### src/rtl/vram_arb_pkg.sv
// Shared types and constants for the VRAM arbiter: FSM states, return tags,
// and the legal range of memory read latency.
package vram_arb_pkg;

    localparam int MEM_LAT_MIN = 1;
    localparam int MEM_LAT_MAX = 6;

    typedef enum logic [1:0] {
        IDLE,
        V1,
        V2,
        CPU
    } state_t;

    typedef enum logic [1:0] {
        VA,
        VB,
        CR
    } tag_t;

    // One slot of the return-tag delay line; lane travels with CPU reads so
    // the byte select cannot be disturbed by a later request.
    typedef struct packed {
        logic valid;
        tag_t tag;
        logic lane;
    } tag_entry_t;

    function automatic logic [1:0] lane_be(input logic lane);
        return {lane, ~lane};
    endfunction

endpackage

### src/rtl/vram_tag_pipe.sv
// Fixed-depth delay line for {valid, tag, lane}; the output slot lines up
// with the cycle in which the memory presents the matching read data.
module vram_tag_pipe
    import vram_arb_pkg::*;
#(
    parameter int DEPTH = 2
) (
    input  logic       clk_sys,
    input  logic       clear,
    input  tag_entry_t din,
    output tag_entry_t dout
);

    tag_entry_t stage [DEPTH];

    // NOTE: the delay line is cleared on reset because stale valid bits would
    // deliver phantom returns; plain data registers elsewhere need no reset.
    always_ff @(posedge clk_sys) begin
        if (clear) begin
            for (int i = 0; i < DEPTH; i++) begin
                stage[i] <= '0;
            end
        end else begin
            stage[0] <= din;
            for (int i = 1; i < DEPTH; i++) begin
                stage[i] <= stage[i-1];
            end
        end
    end

    assign dout = stage[DEPTH-1];

endmodule

### src/rtl/vram_arbiter.sv
// Arbitrates video pair fetches (always first) and CPU byte accesses onto a
// single pipelined, fixed-latency 16-bit memory port.
module vram_arbiter
    import vram_arb_pkg::*;
#(
    parameter int MEM_LAT = 2,
    parameter int AW      = 19
) (
    input  logic          clk_sys,
    input  logic          reset,
    input  logic          vram_rd,
    input  logic [AW-1:0] vram_addr1,
    input  logic [AW-1:0] vram_addr2,
    output logic [15:0]   vram_dout1,
    output logic [15:0]   vram_dout2,
    output logic          vid_overrun,
    input  logic          cpu_req,
    input  logic          cpu_wr,
    input  logic [AW:0]   cpu_addr,
    input  logic [7:0]    cpu_din,
    output logic [7:0]    cpu_dout,
    output logic          cpu_ack,
    output logic [AW-1:0] mem_addr,
    output logic          mem_rd,
    output logic          mem_we,
    output logic [1:0]    mem_be,
    output logic [15:0]   mem_din,
    input  logic [15:0]   mem_dout
);

    if (MEM_LAT < MEM_LAT_MIN || MEM_LAT > MEM_LAT_MAX) begin : g_bad_mem_lat
        $error("vram_arbiter: MEM_LAT outside supported range");
    end

    state_t        state;
    logic          vrd_seen;
    logic          vid_pend;
    logic          cpu_pend;
    logic [AW-1:0] addr1_q;
    logic [AW-1:0] addr2_q;
    logic [AW-1:0] cpu_word_q;
    logic          cpu_lane_q;
    logic          cpu_wr_q;
    logic [7:0]    cpu_din_q;
    logic [15:0]   hold;
    tag_entry_t    issue;
    tag_entry_t    ret;
    logic          toggle;
    logic          cpu_take;

    assign toggle   = (vram_rd != vrd_seen);
    assign cpu_take = cpu_req && !cpu_pend;

    // NOTE: all state and registered outputs use non-blocking assignments so
    // every branch below reads the pre-edge values of its neighbours.
    always_ff @(posedge clk_sys) begin
        if (reset) begin
            state       <= IDLE;
            vrd_seen    <= vram_rd;
            vid_pend    <= 1'b0;
            cpu_pend    <= 1'b0;
            vid_overrun <= 1'b0;
            mem_rd      <= 1'b0;
            mem_we      <= 1'b0;
            mem_be      <= 2'b00;
            mem_addr    <= '0;
            mem_din     <= '0;
            issue       <= '0;
        end else begin
            mem_rd <= 1'b0;
            mem_we <= 1'b0;
            mem_be <= 2'b00;
            issue  <= '0;

            if (toggle) begin
                vrd_seen <= vram_rd;
                addr1_q  <= vram_addr1;
                addr2_q  <= vram_addr2;
                vid_pend <= 1'b1;
                if (vid_pend || state == V1 || state == V2) begin
                    vid_overrun <= 1'b1;
                end
            end

            if (cpu_take) begin
                cpu_pend   <= 1'b1;
                cpu_wr_q   <= cpu_wr;
                cpu_word_q <= cpu_addr[AW:1];
                cpu_lane_q <= cpu_addr[0];
                cpu_din_q  <= cpu_din;
            end

            // Each branch sets up the port for the cycle spent in the next state.
            case (state)
                IDLE: begin
                    if (vid_pend || toggle) begin
                        state    <= V1;
                        mem_rd   <= 1'b1;
                        mem_addr <= toggle ? vram_addr1 : addr1_q;
                        issue    <= '{valid: 1'b1, tag: VA, lane: 1'b0};
                    end else if (cpu_pend) begin
                        state    <= CPU;
                        mem_addr <= cpu_word_q;
                        if (cpu_wr_q) begin
                            mem_we  <= 1'b1;
                            mem_be  <= lane_be(cpu_lane_q);
                            mem_din <= {2{cpu_din_q}};
                        end else begin
                            mem_rd <= 1'b1;
                            issue  <= '{valid: 1'b1, tag: CR, lane: cpu_lane_q};
                        end
                    end
                end
                V1: begin
                    state    <= V2;
                    mem_rd   <= 1'b1;
                    mem_addr <= addr2_q;
                    issue    <= '{valid: 1'b1, tag: VB, lane: 1'b0};
                end
                V2: begin
                    state <= IDLE;
                    // A toggle landing now is a fresh fetch and must survive.
                    if (!toggle) begin
                        vid_pend <= 1'b0;
                    end
                end
                CPU: begin
                    state    <= IDLE;
                    cpu_pend <= 1'b0;
                end
                default: state <= IDLE;
            endcase
        end
    end

    vram_tag_pipe #(
        .DEPTH (MEM_LAT)
    ) u_tag_pipe (
        .clk_sys (clk_sys),
        .clear   (reset),
        .din     (issue),
        .dout    (ret)
    );

    always_ff @(posedge clk_sys) begin
        if (reset) begin
            vram_dout1 <= '0;
            vram_dout2 <= '0;
            cpu_dout   <= '0;
            cpu_ack    <= 1'b0;
            hold       <= '0;
        end else begin
            cpu_ack <= (state == CPU && cpu_wr_q) || (ret.valid && ret.tag == CR);
            if (ret.valid) begin
                case (ret.tag)
                    VA: hold <= mem_dout;
                    VB: begin
                        vram_dout1 <= hold;
                        vram_dout2 <= mem_dout;
                    end
                    CR: cpu_dout <= ret.lane ? mem_dout[15:8] : mem_dout[7:0];
                    default: ;
                endcase
            end
        end
    end

endmodule

### config.mk
export PLATFORM = sky130hd
export DESIGN_NAME = vram_arbiter
export DESIGN_NICKNAME = d
export VERILOG_FILES = /design/src/rtl/vram_arb_pkg.sv /design/src/rtl/vram_tag_pipe.sv /design/src/rtl/vram_arbiter.sv
export SDC_FILE = /design/constraint.sdc
export NUM_CORES = 1
export LEC_CHECK = 0
export CORE_MARGIN = 8
export CORE_UTILIZATION = 32
export CTS_CLUSTER_SIZE = 10
export DETAILED_ROUTE_END_ITERATION = 10
export GPL_TIMING_DRIVEN = 0
export PLACE_DENSITY_LB_ADDON = 0.15
export SYNTH_ARGS = -nofsm -noshare
export SYNTH_HDL_FRONTEND = slang
export SYNTH_SLANG_ARGS = --single-unit
### constraint.sdc
create_clock -name clk_sys -period 5.85 [get_ports clk_sys]
set_input_delay 1.4625 -clock clk_sys [delete_from_list [all_inputs] [get_ports clk_sys]]
set_output_delay 1.4625 -clock clk_sys [all_outputs]
set_load 0.02 [all_outputs]
==> key figures, run 1 <==
Detailed routing
  – Drt drc: 0
  – Iter 0 DRT Violations: 308
  – Drt pass-1 iters: 5
  – Via count: 5125
  – Post-Route WL: 18.59 mm
  – Via density: 4.676
  – WL per Instance: 16.96 µm
  – Post-route antenna net violation count: 0

Critical path
  – WS Path Type: in -> reg
  – Maximum net fanout on the critical path: 12
  – Critical Path Stages: 5
  – Worst path max stage delay: 0.54 ns
  – Worst EP required: 6.03 ns
  – Slowest CP cell: clkbuf_1
  – R2R Path End: addr2_q[0]
  – R2R setup slack: 3.77 ns
  – Cell family with most CP delay: buffers and inverters
  – RR Startpoint: vrd_seen
  – WP buf/inv: 3
  – Crit-path cells: clkdlybuf4s50_1 -> xnor2_1 -> clkbuf_1 -> nor2_2 -> buf_8
  – R2R cell count: 4
  – Setup crit end kind: flip-flop
  – Worst path arrival time: 3.37 ns
  – Worst setup SP type: input port

Logic synthesis
  – Post-synthesis sequential area ratio: 63.57%
  – Top area cells in the synthesized netlist: dfxtp_1 (32%), edfxtp_1 (31%), nand2_1 (9.5%)
  – Top cell type's share of synthesized area: 32.25%
  – Most instantiated cells after synthesis: nand2_1 (165), dfxtp_1 (105), a21oi_1 (70)
  – Syn_area_per_cell: 10.43 µm²
  – Netlist Area Pre-Place: between 6000 and 7000 µm²
  – Synth area leader: dfxtp_1
  – Ys flop type: dfxtp_1
  – Count of state elements after synthesis: 173
  – Most frequent cell after synthesis: nand2_1
  – Post-synth EDFFs: 68
  – Synth warnings: 0
  – Asr flop ratio synth: 0%
  – Gate Count Post-Synth: 625
  – Syn nets: between 700 and 800
  – Post-synth cell types: 34

Floorplanning
  – Number of I/O pins: 168
  – DIE WIDTH: 158.7 µm
  – Initial Utilization: 32.42%
  – Die ar.: about 25000 µm²
  – Core Region: 20100 µm²
  – Rows: 52
  – Die Y: 158.7 µm

Global route
  – Aggregate global-route resource usage: 14.71%
  – Initial antenna violation count: 0
  – Vias in the first global route: roughly 5400
  – Largest net degree at the start of global routing: 29
  – Grt total ovfl: 0
  – Global-route wire length before repair: 29.49 mm

Pwr
  – Power per standard cell area: 317.9 nW/µm²
  – P_leak: 3.268 nW
  – Peak VDD IR: 223.6 µV

Place
  – IO buf count: 166
  – Placed cell count: approximately 1100
  – Post-DP HPWL: 13.96 mm
  – GP Congestion: 0.8117

Min path
  – Hold WC Path Type: reg -> reg
  – Hold endpoint: u_tag_pipe.stage[0][2]
  – Hold path depth: 1
  – Worst Hold Launch: issue[2]

Clocking
  – Hold Buf Count CTS: 0
  – H-tree levels: 4
  – CTS tree: yes
  – Root Buffer: clkbuf_16
  – Post-cts gate resize count: 0
  – CTS Sinks: ~170
  – Cts bufs inserted: 17
  – Setup Buffers After CTS: 0
  – Worst-Skew Late Latency: 0.42 ns
  – Max Root-Sink Buffers: 2
  – CTS clk-pin slew, worst paths: ~0.060 ns

Finish
  – Area delta synth->final: 40.15%
  – ANT cells: 0
  – Nets: 900
  – Cell Count, Final, Fillers Out: 1096
  – Fillers: roughly 1900
  – Share of layout cells above drive strength 1: 7.143%

Timing
  – Final period utilization: 54.42%
  – RSZ-0062 raised after global routing: false
  – Final setup viols: 0
  – Fmax: 0.3141 GHz
  – Max Slew Vio Count: 0
  – Worst slew pin tran: 0.8566 ns
  – Post-Route Setup TNS: 0 ns
  – Tmin final: 3.183 ns
  – Relative slew margins: between 40% and 50%
  – Final worst clock skew: around 0.0087 ns
  – Hold Fails Final Rpt: 0

Status
  – Outcome: finished clean

Flow run
  – Max cap viols: 0
## flip-flops by register name (all words and copies together), names as in the netlist, 2 cells and up
name / flops
cpu_dout: 8
issue: 4
vram_dout2: 16
vram_dout1: 16
state: 2
cpu_word_q: 19
u_tag_pipe.stage: 8
addr2_q: 19
mem_be: 2
mem_din: 8
cpu_din_q: 8
mem_addr: 19
hold: 16
addr1_q: 19
## metal layers
layer / vias to the layer above / global-route usage [%] / part of all wire (%)
met2: 163 / 25.49 / 49
met5: - / 0 / 0
met1: 2416 / 17.19 / 44
met3: 16 / 4.628 / 6.0
met4: 0 / 4.113 / 0.99
li1: 2530 / - / -
## worst max-delay path by stage
stage | startpoint | to | slack [ns]
after floorplan | reset | cpu_din_q[0] | 1.38
after global placement | reset | cpu_word_q[10] | -0.23
after detailed placement | vram_rd | addr2_q[11] | 2.18
after CTS | vram_rd | addr2_q[11] | 2.63
after global routing | vram_rd | addr2_q[9] | 2.58
final | vram_rd | addr2_q[0] | 2.67
## final cells by class
class	count	area (µm²)	share of cell area [%]
Buffer	54	250.2	2.739
Tap cell	270	337.8	3.698
Clock buffer	17	425.4	4.656
Multi-Input combinational cell	396	2126	23.27
Clock inverter	15	146.4	1.602
Sequential cell	173	4144	45.36
Inverter	2	7.507	0.08217
Timing Repair Buffer	169	1699	18.60
## per-stage QoR
stage	setup WS, ns	util (%)	hold slack, ns	power (mW)	area, µm²
6_report	2.667	45.44	0.4346	2.904	9136
4_1_cts	2.632	45.44	0.4353	2.938	9135
5_1_grt	2.575	45.44	0.4456	3.030	9136
3_5_place_dp	2.185	42.59	0.4204	1.840	8563
3_3_place_gp	-0.2259	42.37	0.4158	1.829	8518
2_1_floorplan	1.382	-	0.4138	1.624	6519
## cells by family after synthesis
| kind of cell | after synthesis | share of synthesized area (%) |
|---|---|---|
| simple gates | 237 | 15.51 |
| flops | 173 | 63.57 |
| xor+xnor | 2 | 0.2688 |
| compound gates | 122 | 11.34 |
| buf+inv | 56 | 3.935 |
| mux | 35 | 5.374 |
## worst reg2reg max path: cells and delay by family, from the launching register on
family	cells	cell delay (ns)
xor+xnor	1	0.38
buf+inv	2	0.78
flops	1	0.42
simple gates	1	0.27
## where the power goes
| part | leakage (nW) | switching (mW) | internal, mW | total [mW] |
|---|---|---|---|---|
| sequential | 1.50 | 0.0383 | 1.34 | 1.38 |
| clock | 0.278 | 0.467 | 0.627 | 1.09 |
| combinational | 1.49 | 0.240 | 0.195 | 0.435 |
## cell usage in the layout, fill, tap and decap left out, types with 2 or more instances in the layout
cell	count
a211oi_1	11
a21oi_1	70
a32o_1	10
and2_1	2
buf_2	10
buf_4	9
buf_6	2
bufinv_16	2
clkbuf_1	33
clkbuf_16	17
clkdlybuf4s50_1	166
clkinv_1	2
clkinv_2	4
clkinv_4	3
clkinvlp_4	2
dfxtp_1	105
edfxtp_1	68
inv_1	2
inv_6	2
mux2i_1	35
nand2_1	165
nor2_1	22
nor2_2	2
nor2b_1	20
nor3_1	15
nor3b_2	2
o211ai_1	19
o21ai_0	10
(Power assumes the default switching activity.)
==> run 2, diff against run 1 <==
==> constraint.sdc (replaced) <==
create_clock -name clk_sys -period 2.9 [get_ports clk_sys]
set_input_delay 0.725 -clock clk_sys [delete_from_list [all_inputs] [get_ports clk_sys]]
set_output_delay 0.725 -clock clk_sys [all_outputs]
set_load 0.02 [all_outputs]
==> run 2 against run 1 <==
Compared with the run above: worst setup slack got worse by 2.2 ns; clock-buffer cell count increased by 6; global-route usage increased by 0.15 points; utilization increased by 0.056 points; total power increased by 100%; largest power group unchanged.
==> key figures, run 2 (synthesis gave the netlist of run 1 again) <==
Critical path
  – Critical Path Stages: 5 (unchanged)
  – Worst EP required: 3.03 ns (was 6.03 ns)
  – Worst setup endpoint: addr2_q[1] (was addr2_q[0])
  – Cell family with most CP delay: buffers and inverters (unchanged)
  – R2R Path End: addr2_q[1] (was addr2_q[0])
  – Setup crit end kind: flip-flop (unchanged)
  – Worst path max stage delay: 0.59 ns (was 0.54 ns)
  – R2R cell count: 4 (unchanged)
  – WS Path Type: in -> reg (unchanged)
  – CP startpoint: vram_rd (unchanged)
  – Worst setup SP type: input port (unchanged)
  – Worst path arrival time: 2.58 ns (was 3.37 ns)
  – Slowest CP cell: nor2_2 (was clkbuf_1)
  – Crit-path cells: clkdlybuf4s50_1 -> xnor2_1 -> clkbuf_1 -> nor2_2 -> buf_8 (unchanged)
  – WP buf/inv: 3 (unchanged)
  – Maximum net fanout on the critical path: 12 (unchanged)
  – RR Startpoint: vrd_seen (unchanged)
  – R2R setup slack: 0.82 ns (was 3.77 ns)

Finish
  – Commonest non-fill, non-tap cell in the layout: clkdlybuf4s50_1 (unchanged)
  – Area delta synth->final: 40.33% (was 40.15%)
  – ANT cells: 0 (unchanged)
  – Share of layout cells above drive strength 1: 6.167% (was 7.143%)
  – Commonest cells after routing, fill and taps aside: clkdlybuf4s50_1 (166), nand2_1 (165), dfxtp_1 (105), a21oi_1 (70), edfxtp_1 (68) (unchanged)
  – Cell Count, Final, Fillers Out: 1097 (was 1096)
  – Nets: 901 (was 900)

Clocking
  – Hold Buf Count CTS: 0 (unchanged)
  – Max Root-Sink Buffers: 2 (unchanged)
  – CTS Sinks: 173 (unchanged)
  – Worst-Skew Late Latency: 0.42 ns (about the same)
  – Post-cts gate resize count: 0 (unchanged)
  – Cts bufs inserted: 17 (unchanged)
  – H-tree levels: 4 (unchanged)
  – CTS tree: yes (unchanged)
  – Setup Buffers After CTS: 0 (unchanged)
  – CTS clk-pin slew, worst paths: 0.06 ns (about the same)
  – Root Buffer: clkbuf_16 (unchanged)

Timing
  – Max Slew Vio Count: 0 (unchanged)
  – RSZ-0062 raised after global routing: false (unchanged)
  – Tmin final: 2.446 ns
  – Final period utilization: a little over four fifths
  – Relative slew margins: 44.87% (was 42.64%)
  – Final setup viols: 0 (unchanged)
  – Hold Fails Final Rpt: 0 (unchanged)
  – Post-Route Setup TNS: 0 ns (unchanged)
  – Final worst clock skew: 0.007609 ns (was 0.008676 ns)
  – Final setup margin: 0.4545 ns (was 2.667 ns)
  – Fmax: 0.4089 GHz
  – Worst slew pin tran: 0.8269 ns (was 0.8566 ns)

Global route
  – Vias in the first global route: 5455 (was 5390)
  – Largest net degree at the start of global routing: 18 (was 29)
  – Global-route wire length before repair: 29.50 mm (was 29.49 mm)
  – Grt total ovfl: 0 (unchanged)
  – Initial antenna violation count: 0 (unchanged)
  – Aggregate global-route resource usage: 14.86% (was 14.71%)

Floorplanning
  – Core Region: 20100 µm² (unchanged)
  – Die ar.: 25190 µm² (unchanged)
  – Die Y: 158.7 µm (unchanged)
  – Rows: 52 (unchanged)
  – Number of I/O pins: 168 (unchanged)
  – DIE WIDTH: 158.7 µm (unchanged)
  – Initial Utilization: 32.42% (unchanged)

Detailed routing
  – Via density: 4.675 (was 4.676)
  – Post-Route WL: 18.65 mm (was 18.59 mm)
  – Drt drc: 0 (unchanged)
  – WL per Instance: 17.00 µm (was 16.96 µm)
  – Post-route antenna net violation count: 0 (unchanged)
  – Via count: 5129 (was 5125)
  – Iter 0 DRT Violations: 222 (was 308)
  – Drt pass-1 iters: 5 (unchanged)

Min path
  – Hold path depth: 1 (unchanged)
  – Hold WC Path Type: reg -> reg (unchanged)

Pwr
  – Power per standard cell area: 636.5 nW/µm² (was 317.9 nW/µm²)
  – Peak VDD IR: 447.1 µV (was 223.6 µV)
  – P_leak: 3.259 nW (was 3.268 nW)

Place
  – Placed cell count: 1065 (was 1064)
  – Post-DP HPWL: 13.93 mm (was 13.96 mm)
  – Placement Setup Slack: 0.01060 ns (was 2.185 ns)
  – IO buf count: 166 (unchanged)
  – GP Congestion: 0.8204 (was 0.8117)

Flow run
  – Max cap viols: 0 (unchanged)

Status
  – Outcome: finished clean (unchanged)
## run 2: cell types whose count changed in the layout (fill, tap and decap cells not counted)
cell / change
clkbuf_2: -1
buf_8: +2
nor3b_4: +1
clkbuf_1: +7
clkinv_4: -3
clkinv_1: +2
nor3b_2: -1
buf_16: +1
buf_6: -2
clkinv_2: -3
inv_6: -2
## run 2: worst min path at each step
| stage | slack [ns] | end | start |
|---|---|---|---|
| 2_1_floorplan | 0.41 | u_tag_pipe.stage[0][0] | issue[0] |
| 3_3_place_gp | 0.42 | u_tag_pipe.stage[0][3] | issue[3] |
| 3_5_place_dp | 0.42 | u_tag_pipe.stage[0][4] | u_tag_pipe.stage[0][0] |
| 4_1_cts | 0.44 | u_tag_pipe.stage[0][4] | u_tag_pipe.stage[0][0] |
| 5_1_grt | 0.45 | u_tag_pipe.stage[0][4] | u_tag_pipe.stage[0][0] |
| 6_report | 0.43 | u_tag_pipe.stage[0][4] | u_tag_pipe.stage[0][0] |
## run 2: through the flow
stage,util (%),total power [mW],cell area (µm²),hold WS [ns]
after floorplan,-,3.276,6524,0.4138
after global placement,42.39,3.690,8523,0.4168
after detailed placement,42.80,3.716,8605,0.4231
after CTS,45.50,5.883,9148,0.4375
after global routing,45.50,6.081,9148,0.4514
final,45.50,5.823,9148,0.4328
## run 2: power breakdown
group | total (mW) | switching, mW | internal [mW]
logic | 0.886 | 0.486 | 0.400
registers | 2.77 | 0.0748 | 2.70
clock network | 2.17 | 0.909 | 1.26
total | 5.82 | 1.47 | 4.35
## run 2: worst register-to-register path, delay by kind of cell (launching register included)
kind / cells / cell delay, ns
xor gates and xnor gates: 1 / 0.37
buffers and inverters: 2 / 0.77
DFF: 1 / 0.42
and+or+nand+nor: 1 / 0.29
## run 2: final cells by class
| cell class | count | area (µm²) |
|---|---|---|
| Timing Repair Buffer | 170 | 1734 |
| Tap cell | 270 | 337.8 |
| Sequential cell | 173 | 4144 |
| Inverter | 2 | 7.507 |
| Fill cell | 1866 | 10960 |
| Buffer | 54 | 249.0 |
| Multi-Input combinational cell | 396 | 2132 |
| Clock inverter | 9 | 95.09 |
| Clock buffer | 23 | 447.9 |
## run 2: routing by layer
layer,vias to the layer above,global-route usage [%],routed length [µm],share of wire (%)
li1,2534,-,-,-
met3,23,5.093,1156,6.2
met1,2415,17.20,8097,43
met4,0,5.498,308,1.7
met2,157,25.02,9085,49
met5,-,0,0,0
==> run 3, diff against run 2 <==
==> constraint.sdc (replaced) <==
create_clock -name clk_sys -period 2 [get_ports clk_sys]
set_input_delay 0.5 -clock clk_sys [delete_from_list [all_inputs] [get_ports clk_sys]]
set_output_delay 0.5 -clock clk_sys [all_outputs]
set_load 0.02 [all_outputs]
==> run 3 against run 2 <==
Compared with the run above: critical path type is now reg -> out; clock-buffer cell count down 3; register-to-register slack worse by 0.60 ns; final cell count down 0.18%; first-iteration DRC count up 0.90%; critical path depth down 4; wire length up 1.0%; final area up 0.53%; die area unchanged; clock skew up 0.0010 ns.
==> key figures, run 3 (synthesis gave the netlist of run 1 again) <==
Status
  – Outcome: finished clean (unchanged)

Floorplanning
  – Die Y: 158.7 µm (unchanged)
  – DIE WIDTH: 158.7 µm (unchanged)
  – Core Region: 20100 µm² (unchanged)
  – Initial Utilization: 32.42% (unchanged)
  – Rows: 52 (unchanged)
  – Number of I/O pins: 168 (unchanged)
  – Die ar.: 25190 µm² (unchanged)

Timing
  – Hold slack: 0.3134 ns (was 0.4328 ns)
  – Relative slew margins: 47.10% (was 44.87%)
  – Tmin final: 1.918 ns
  – Final setup viols: 0 (unchanged)
  – Worst slew pin tran: 0.7926 ns (was 0.8269 ns)
  – Final period utilization: between 90% and 100%
  – RSZ-0062 raised after global routing: true (was false)
  – Max Slew Vio Count: 0 (unchanged)
  – Post-Route Setup TNS: 0 ns (unchanged)
  – Hold Fails Final Rpt: 0 (unchanged)
  – Final worst clock skew: 0.008648 ns (was 0.007609 ns)
  – Fmax: 0.5214 GHz

Pwr
  – P_leak: 3.366 nW (was 3.259 nW)
  – Power per standard cell area: 933.7 nW/µm² (was 636.5 nW/µm²)
  – Pwr Total: 8.587 mW (was 5.823 mW)
  – Peak VDD IR: 632.3 µV (was 447.1 µV)

Finish
  – ANT cells: 0 (unchanged)
  – Share of layout cells above drive strength 1: 8.364% (was 6.167%)
  – Area delta synth->final: 41.07% (was 40.33%)
  – Commonest cells after routing, fill and taps aside: nand2_1 (165), clkdlybuf4s50_1 (158), dfxtp_1 (105), a21oi_1 (69), edfxtp_1 (68) (was clkdlybuf4s50_1 (166), nand2_1 (165), dfxtp_1 (105), a21oi_1 (70), edfxtp_1 (68))
  – Fillers: 1888 (was 1866)
  – Reg area: 4144 µm² (unchanged)
  – Commonest non-fill, non-tap cell in the layout: nand2_1 (was clkdlybuf4s50_1)
  – Nets: 899 (was 901)
  – Final core occ: 45.74% (was 45.50%)
  – Area occupied by multi-input gates: 2156 µm² (was 2132 µm²)

Clocking
  – H-tree levels: 4 (unchanged)
  – CTS tree: yes (unchanged)
  – Max Root-Sink Buffers: 2 (unchanged)
  – Root Buffer: clkbuf_16 (unchanged)
  – Cts bufs inserted: 17 (unchanged)
  – Worst-Skew Late Latency: 0.42 ns (about the same)
  – CTS clk-pin slew, worst paths: 0.07 ns (was 0.06 ns)
  – CTS Sinks: 173 (unchanged)

Critical path
  – Cell family with most CP delay: buffers and inverters (unchanged)
  – Worst setup endpoint: mem_din[6] (was addr2_q[1])
  – WS Path Type: reg -> out (was in -> reg)
  – Setup crit end kind: output port (was flip-flop)
  – Worst path arrival time: 1.42 ns (was 2.58 ns)
  – Slowest CP cell: clkdlybuf4s50_1 (was nor2_2)
  – Worst path max stage delay: 0.63 ns (was 0.59 ns)
  – Maximum net fanout on the critical path: 3 (was 12)
  – RR Startpoint: vrd_seen (unchanged)
  – WP buf/inv: 1 (was 3)
  – Worst setup SP type: flip-flop (was input port)
  – R2R cell count: 5 (was 4)
  – Critical Path Stages: 1 (was 5)
  – R2R Path End: mem_din[14] (was addr2_q[1])
  – CP startpoint: mem_din[14] (was vram_rd)
  – Crit-path cells: clkdlybuf4s50_1 (was clkdlybuf4s50_1 -> xnor2_1 -> clkbuf_1 -> nor2_2 -> buf_8)
  – R2R setup slack: 0.22 ns (was 0.82 ns)
  – Worst EP required: 1.50 ns (was 3.03 ns)

Detailed routing
  – Via density: 4.695 (was 4.675)
  – Drt pass-1 iters: 5 (unchanged)
  – Post-route antenna net violation count: 0 (unchanged)
  – Post-Route WL: 18.84 mm (was 18.65 mm)
  – Via count: 5141 (was 5129)
  – Iter 0 DRT Violations: 224 (was 222)
  – Drt drc: 0 (unchanged)
  – WL per Instance: 17.20 µm (was 17.00 µm)

Global route
  – Largest net degree at the start of global routing: 29 (was 18)
  – Grt total ovfl: 0 (unchanged)
  – Initial antenna violation count: 0 (unchanged)
  – Vias in the first global route: 5528 (was 5455)
  – Global-route wire length before repair: 30.12 mm (was 29.50 mm)
  – Aggregate global-route resource usage: 15.09% (was 14.86%)

Place
  – IO buf count: 166 (unchanged)
  – Post-DP HPWL: 13.92 mm (was 13.93 mm)
  – GP Congestion: 0.8029 (was 0.8204)

Flow run
  – Max cap viols: 0 (unchanged)

Min path
  – Hold WC Path Type: in -> reg (was reg -> reg)
## run 3: report_power, final
| group | switching, mW | leakage (nW) | total [mW] | internal (mW) |
|---|---|---|---|---|
| registers | 0.112 | 1.50 | 4.02 | 3.91 |
| clock network | 1.40 | 0.293 | 3.27 | 1.86 |
| logic | 0.714 | 1.57 | 1.30 | 0.585 |
| total | 2.23 | 3.37 | 8.59 | 6.36 |
## run 3: repair_timing
action | 4_1_cts | 5_1_grt
buffers inserted | 1 | 0
endpoints found under the setup margin | 36 | 25
pin swaps | 1 | 0
hold buffers | 0 | 0
resized for setup | 10 | 10
## run 3: worst min-delay path by stage
stage	start	to	slack [ns]	depth (start not counted)
2_1_floorplan	issue[0]	u_tag_pipe.stage[0][0]	0.41	1
3_3_place_gp	issue[0]	u_tag_pipe.stage[0][0]	0.42	1
3_5_place_dp	u_tag_pipe.stage[0][1]	u_tag_pipe.stage[0][5]	0.42	1
4_1_cts	reset	issue[2]	0.30	2
5_1_grt	reset	issue[2]	0.31	2
6_report	reset	issue[2]	0.31	2
## run 3: per-stage QoR
stage / setup WS [ns] / cell area [µm²] / instances
final: 0.08222 / 9196 / 1095
after global placement: -0.8973 / 8552 / 1061
after detailed placement: -0.9503 / 8568 / 1062
after global routing: -0.05295 / 9196 / 1095
after floorplan: -0.01259 / 6553 / 625
after CTS: 0.002882 / 9176 / 1095
## run 3: routing by layer
| layer | track usage (%) | up-vias | wire length, µm |
|---|---|---|---|
| li1 | - | 2533 | - |
| met1 | 17.59 | 2423 | 8155 |
| met2 | 25.60 | 161 | 9181 |
| met3 | 4.421 | 24 | 1134 |
| met4 | 6.061 | 0 | 364 |
| met5 | 0 | - | 0 |
## run 3: layout make-up
type                       instances  share of cell area, %
sequential                       173                  45.06
multi-input combinational        396                  23.44
timing repair buffer             168                  18.38
clock buffer                      20                  5.197
tap                              270                  3.673
buffer                            54                  3.020
clock inverter                    12                  1.143
inverter                           2                0.08163
